[src/rtl/mig_pkg.sv]
// Shared types and constants for the sequenced majority-inverter graph evaluator.
// An entry packs three operands {c,b,a}, and each operand is {inv, sel}.
package mig_pkg;

    localparam int NODES   = 8;
    localparam int NIN     = 7;
    localparam int OP_W    = 5;
    localparam int ENTRY_W = 15;

    // Operand select space: 0 is constant zero, then x0..x6, then node results 0..7.
    localparam logic [3:0] SEL_ZERO  = 4'd0;
    localparam logic [3:0] SEL_X0    = 4'd1;
    localparam logic [3:0] SEL_NODE0 = 4'd8;

    typedef struct packed {
        logic       inv;
        logic [3:0] sel;
    } mig_op_t;

    typedef struct packed {
        mig_op_t c;
        mig_op_t b;
        mig_op_t a;
    } mig_entry_t;

    typedef enum logic [1:0] {
        ST_IDLE,
        ST_EVAL,
        ST_FIN
    } state_t;

endpackage

[src/rtl/mig_seq_evaluator_maj3_cell.sv]
// Combinational three-input majority with an optional inversion on each input.
module maj3_cell (
    input  logic [2:0] opnd,
    input  logic [2:0] inv,
    output logic       maj
);

    logic [2:0] v;

    assign v   = opnd ^ inv;
    assign maj = (v[0] & v[1]) | (v[0] & v[2]) | (v[1] & v[2]);

endmodule

[src/rtl/mig_seq_evaluator.sv]
// Time-multiplexed majority-inverter graph evaluator. It holds a small program of
// majority nodes and evaluates one node per cycle on a single shared MAJ3 cell.
module mig_seq_evaluator
    import mig_pkg::*;
(
    input  logic                clk,
    input  logic                rst_n,
    input  logic                cfg_we,
    input  logic [2:0]          cfg_addr,
    input  logic [ENTRY_W-1:0]  cfg_data,
    input  logic [3:0]          cfg_len,
    input  logic                cfg_out_inv,
    input  logic                start,
    input  logic [NIN-1:0]      x_in,
    output logic                busy,
    output logic                done,
    output logic                out,
    output logic                err
);

    state_t             state_reg, state_next;
    mig_entry_t         prog_mem [NODES];
    logic [NODES-1:0]   node_reg;
    logic [NIN-1:0]     x_reg;
    logic [3:0]         len_reg;
    logic [2:0]         k_reg;
    logic               out_inv_reg;
    logic               bad_len_reg;
    logic               busy_reg, done_reg, out_reg, err_reg;

    logic [ENTRY_W-1:0] cur_bits;
    logic [2:0]         opnd_raw, opnd_inv, opnd_fwd;
    logic               maj_y;
    logic               len_ok;
    logic               last_node;

    assign cur_bits  = prog_mem[k_reg];
    assign len_ok    = (cfg_len != 4'd0) && (cfg_len <= 4'(NODES));
    assign last_node = ({1'b0, k_reg} == (len_reg - 4'd1));

    // Operand muxes. A node reference at or beyond the node being evaluated has
    // no valid value yet, so it reads as zero and flags the run as faulty.
    genvar gi;
    generate
        for (gi = 0; gi < 3; gi++) begin : g_opnd
            mig_op_t op;
            logic    raw, fwd;

            assign op = mig_op_t'(cur_bits[gi*OP_W +: OP_W]);

            always_comb begin
                raw = 1'b0;
                fwd = 1'b0;
                if (op.sel >= SEL_NODE0) begin
                    if (op.sel[2:0] >= k_reg) begin
                        fwd = 1'b1;
                    end else begin
                        raw = node_reg[op.sel[2:0]];
                    end
                end else if (op.sel != SEL_ZERO) begin
                    raw = x_reg[op.sel[2:0] - SEL_X0[2:0]];
                end
            end

            assign opnd_raw[gi] = raw;
            assign opnd_fwd[gi] = fwd;
            assign opnd_inv[gi] = op.inv;
        end
    endgenerate

    maj3_cell u_maj3 (
        .opnd (opnd_raw),
        .inv  (opnd_inv),
        .maj  (maj_y)
    );

    always_ff @(posedge clk or negedge rst_n) begin
        if (!rst_n) begin
            state_reg <= ST_IDLE;
        end else begin
            state_reg <= state_next;
        end
    end

    always_comb begin
        state_next = state_reg;
        case (state_reg)
            ST_IDLE: begin
                if (start) begin
                    state_next = len_ok ? ST_EVAL : ST_FIN;
                end
            end
            ST_EVAL: begin
                if (last_node) begin
                    state_next = ST_FIN;
                end
            end
            ST_FIN:  state_next = ST_IDLE;
            default: state_next = ST_IDLE;
        endcase
    end

    always_ff @(posedge clk or negedge rst_n) begin
        if (!rst_n) begin
            for (int i = 0; i < NODES; i++) begin
                prog_mem[i] <= '0;
            end
            node_reg    <= '0;
            x_reg       <= '0;
            len_reg     <= '0;
            k_reg       <= '0;
            out_inv_reg <= 1'b0;
            bad_len_reg <= 1'b0;
            busy_reg    <= 1'b0;
            done_reg    <= 1'b0;
            out_reg     <= 1'b0;
            err_reg     <= 1'b0;
        end else begin
            done_reg <= 1'b0;
            // The program is frozen for the whole run, including FIN.
            if (cfg_we && state_reg == ST_IDLE) begin
                prog_mem[cfg_addr] <= mig_entry_t'(cfg_data);
            end
            case (state_reg)
                ST_IDLE: begin
                    if (start) begin
                        x_reg       <= x_in;
                        len_reg     <= cfg_len;
                        out_inv_reg <= cfg_out_inv;
                        k_reg       <= 3'd0;
                        busy_reg    <= 1'b1;
                        err_reg     <= !len_ok;
                        bad_len_reg <= !len_ok;
                    end
                end
                ST_EVAL: begin
                    node_reg[k_reg] <= maj_y;
                    k_reg           <= k_reg + 3'd1;
                    if (|opnd_fwd) begin
                        err_reg <= 1'b1;
                    end
                end
                ST_FIN: begin
                    out_reg  <= bad_len_reg ? out_inv_reg
                                            : (node_reg[len_reg[2:0] - 3'd1] ^ out_inv_reg);
                    done_reg <= 1'b1;
                    busy_reg <= 1'b0;
                end
                default: ;
            endcase
        end
    end

    assign busy = busy_reg;
    assign done = done_reg;
    assign out  = out_reg;
    assign err  = err_reg;

endmodule

[config.mk]
export PLATFORM = sky130hd
export DESIGN_NAME = mig_seq_evaluator
export DESIGN_NICKNAME = d
export VERILOG_FILES = /design/src/rtl/mig_pkg.sv /design/src/rtl/mig_seq_evaluator_maj3_cell.sv /design/src/rtl/mig_seq_evaluator.sv
export SDC_FILE = /design/constraint.sdc
export NUM_CORES = 1
export LEC_CHECK = 0
export BUFFER_PORTS_ARGS = -buffer_cell sky130_fd_sc_hd__buf_4
export CORE_MARGIN = 2
export CORE_UTILIZATION = 40
export DETAILED_ROUTE_END_ITERATION = 6
export MAX_ROUTING_LAYER = met4
export SYNTH_ARGS = -nofsm -noshare
export SYNTH_HDL_FRONTEND = slang
export SYNTH_HIERARCHICAL = 1
export SYNTH_SLANG_ARGS = --single-unit
[constraint.sdc]
create_clock -name clk -period 3.9 [get_ports clk]
set_input_delay 0 -clock clk [delete_from_list [all_inputs] [get_ports clk]]
set_output_delay 0 -clock clk [all_outputs]
set_load 0.1 [all_outputs]
==> impl_metrics.env <==
export IMPL_setup_viol=0
export IMPL_drt_first_pass_iters=4
export IMPL_p_per_area_nw_per_um2=894
export IMPL_synth_cell_types=40
export IMPL_largest_reg_flops=120
export IMPL_syn2layout_area_growth_pct=17.9
export IMPL_period_needed_ns=3.55
export IMPL_clockPowerShare_pct=19.2
export IMPL_path_class="reg2reg"
export IMPL_async_reset_ff_share_pct=100
export IMPL_synth_most_common_cell="dfrtp_1"
export IMPL_outcome="finished, final reports clean"
export IMPL_rows=50
export IMPL_mappedNetlistArea_um2=7540
export IMPL_peakVddDrop_mv=0.344
export IMPL_cts_hold_buf=28
export IMPL_cts_sinks=150
export IMPL_instances_no_fill=842
export IMPL_setup_tns_ns=0
export IMPL_drt_total_wl_um=16800
export IMPL_synth_seq_cells=150
export IMPL_worstPathRequired_ns=4.20
export IMPL_synthAdderAreaFrac_pct=2.47
export IMPL_die_area_um2=20000
export IMPL_synth_edf_count=0
export IMPL_grt_pass1_vias=4994
export IMPL_synth_cells=523
export IMPL_rsz0062_at_grt="no"
export IMPL_synth_top_area_share_pct=49.8
export IMPL_grt_max_degree=117
export IMPL_start_util_pct=40.6
export IMPL_syn_area_per_cell_um2=14.4
export IMPL_synth_xor_area_share_pct=1.16
export IMPL_clockBufferDepth=2
export IMPL_wire_per_inst_um=19.9
export IMPL_syn_nets=571
export IMPL_die_y_um=141
export IMPL_synth_top_area_cell="dfrtp_1"
export IMPL_power_frac_seq_pct=34.9
export IMPL_gr_usage_all_layers_pct=18.4
export IMPL_port_buffers=37
export IMPL_root_buffer="clkbuf_16"
export IMPL_end_kind="flop"
export IMPL_synth_warnings=6
export IMPL_power_frac_comb_pct=45.9
export IMPL_drv_slew=0
export IMPL_maxCapViolations=0
export IMPL_fin_crit_sh_pct=91.1
export IMPL_ys_top_cells_by_count="dfrtp_1 (150), mux2_2 (141), mux2i_1 (35), nand2_1 (26), mux4_2 (23)"
export IMPL_synth_compound_area_share_pct=3.25
export IMPL_layout_drive_gt1_share_pct=42.0
export IMPL_synthMuxAreaShare_pct=35.9
export IMPL_yosysSeqAreaShare_pct=49.8
export IMPL_synth_top_family_by_area="multiplexers"
export IMPL_synth_area_leaders="dfrtp_1 (50%), mux2_2 (21%), mux4_2 (6.9%), mux2i_1 (4.6%), mux4_1 (2.8%)"
export IMPL_antenna_found_initial=1
export IMPL_slew_headroom_pct=28.1
export IMPL_cp_start_kind="flop"
export IMPL_cp_max_fo=8
export IMPL_num_io_pins=38
export IMPL_hold_class="in2reg"
export IMPL_drt_iter0_drc=295
export IMPL_fin_worst_skew_ns=0.0170
export IMPL_vias=4671
export IMPL_postCtsSetupBuffers=0
export IMPL_p_int_mw=5.15
export IMPL_grt_pass1_wl_um=27300
export IMPL_dp_cells=781
export IMPL_die_w_um=141
export IMPL_tightest_slew_ns=1.08
export IMPL_p_leak_nw=3.94
export IMPL_clkTransAtPathRegs_ns=0.06
export IMPL_viasPerCell=5.55
export IMPL_clock_latency_ns=0.43
export IMPL_place_congestion=0.818
export IMPL_final_nets=642
export IMPL_cts_resized=0
export IMPL_yosys_area_share_simple_pct=4.86
export IMPL_postPlaceCellArea_um2=8060
export IMPL_switching_share_pct=35.2
export IMPL_fin_area_um2=8890
export IMPL_switchingPower_mw=2.80
export IMPL_synth_main_ff_cell="dfrtp_1"
export IMPL_cts_tree="done"
export IMPL_core_um2=18600
export IMPL_drt_antenna_violating_nets=0
export IMPL_hpwl_um=11100
export IMPL_final_hold_violation_count=0
export IMPL_grt_overflow=0
export IMPL_htree_levels=4
export IMPL_cts_buffers=17
export IMPL_timing_fmax_mhz=282
export IMPL_arrival_ns=3.85
export IMPL_drcViolationCount=0
## critical path: stages, from the launching register on
cell and delay, ns:
dfrtp_2 0.48, mux4_1 0.60, mux2i_2 0.39, ha_1 0.36, mux4_2 0.31, mux2i_1 0.14
o21ai_1 0.09, a22o_1 0.24, xor2_1 0.14, maj3_2 0.37, mux2_2 0.28
## kinds of logic (layout without fill, tap and decap cells)
group,after synthesis,after routing
AND/OR/NAND/NOR,71,71
buffers and inverters,33,117
flip-flops,150,150
multiplexers,210,210
AO/OA/AOI/OAI,34,34
XOR/XNOR,10,10
other,0,1
adder cells (fa/ha/maj),15,15
## cells in the final DEF (no fill, tap or decap), types with 3 or more instances in the layout
cell type      synthesis  final
dfrtp_1              150    149
mux2_2               141    141
buf_4                  0     47
mux2i_1               35     35
dlygate4sd3_1          0     28
nand2_1               26     26
mux4_2                23     23
clkbuf_16              0     17
ha_1                  14     14
mux4_1                 8      8
nand3_1                7      7
xnor2_1                7      7
nor3b_1                6      6
nor2b_1                6      6
nor2_1                 6      6
inv_1                  5      5
a2111oi_0              5      5
a21o_1                 5      5
and3_1                 5      5
nor3_1                 5      5
clkinvlp_4             0      5
nand2b_1               4      4
a21oi_1                4      4
a22o_1                 4      4
and2b_2                4      4
clkinv_2               0      4
inv_2                  3      3
o21ai_1                3      3
a311oi_1               3      3
o21ai_0                3      3
o21a_1                 3      3
xor2_1                 3      3
## per-stage QoR
| step | utilization, % | hold slack (ns) | worst slack, ns | power [mW] |
|---|---|---|---|---|
| global placement | 43.4 | 0.218 | 0.423 | 6.30 |
| detailed placement | 43.4 | 0.226 | 0.381 | 6.43 |
| CTS | 47.8 | 0.0203 | 0.340 | 8.01 |
| global route | 47.9 | 0.0453 | 0.139 | 8.51 |
| floorplan | - | -0.296 | 0.356 | 5.60 |
| finish | 47.9 | 0.0385 | 0.348 | 7.95 |
## power groups by stage
stage	clock [mW]	sequential, mW	combinational [mW]
after floorplan	0	2.73	2.87
after global placement	0	2.75	3.55
after detailed placement	0	2.79	3.64
after CTS	1.56	2.77	3.68
after global routing	1.63	2.87	4.01
final	1.53	2.77	3.65
## routing by layer
metal | up-vias | track usage, % | part of all wire, %
li1 | 2096 | - | -
met1 | 2482 | 24.2 | 46
met5 | - | - | 0
met3 | 21 | 3.27 | 2.5
met4 | 0 | 5.47 | 1.5
met2 | 72 | 29.6 | 50
## final cells by class
type	count	area (µm²)
multi-input cells	340	3600
repair buffers	77	664
flip-flops and latches	150	3750
clock buffers	20	447
diodes	1	2.50
well taps	234	293
inverters	8	30.0
fillers	1640	9690
clock inverters	12	105
## final timing paths
path / start / end / slack, ns / cells after the start
max: k_reg[0]$_DFFE_PN0P_ / node_reg[1]$_DFFE_PN0P_ / 0.35 / 10
max reg2reg: k_reg[0]$_DFFE_PN0P_ / node_reg[1]$_DFFE_PN0P_ / 0.35 / 10
min reg2reg: bad_len_reg$_DFFE_PN0P_ / bad_len_reg$_DFFE_PN0P_ / 0.49 / 1
max in group asynchronous: rst_n / prog_mem[30]$_DFFE_PN0P_ / 2.52 / 3
min in group asynchronous: rst_n / prog_mem[51]$_DFFE_PN0P_ / 0.27 / 2
min: start / k_reg[1]$_DFFE_PN0P_ / 0.04 / 3
Power figures use the tool's default switching activity.
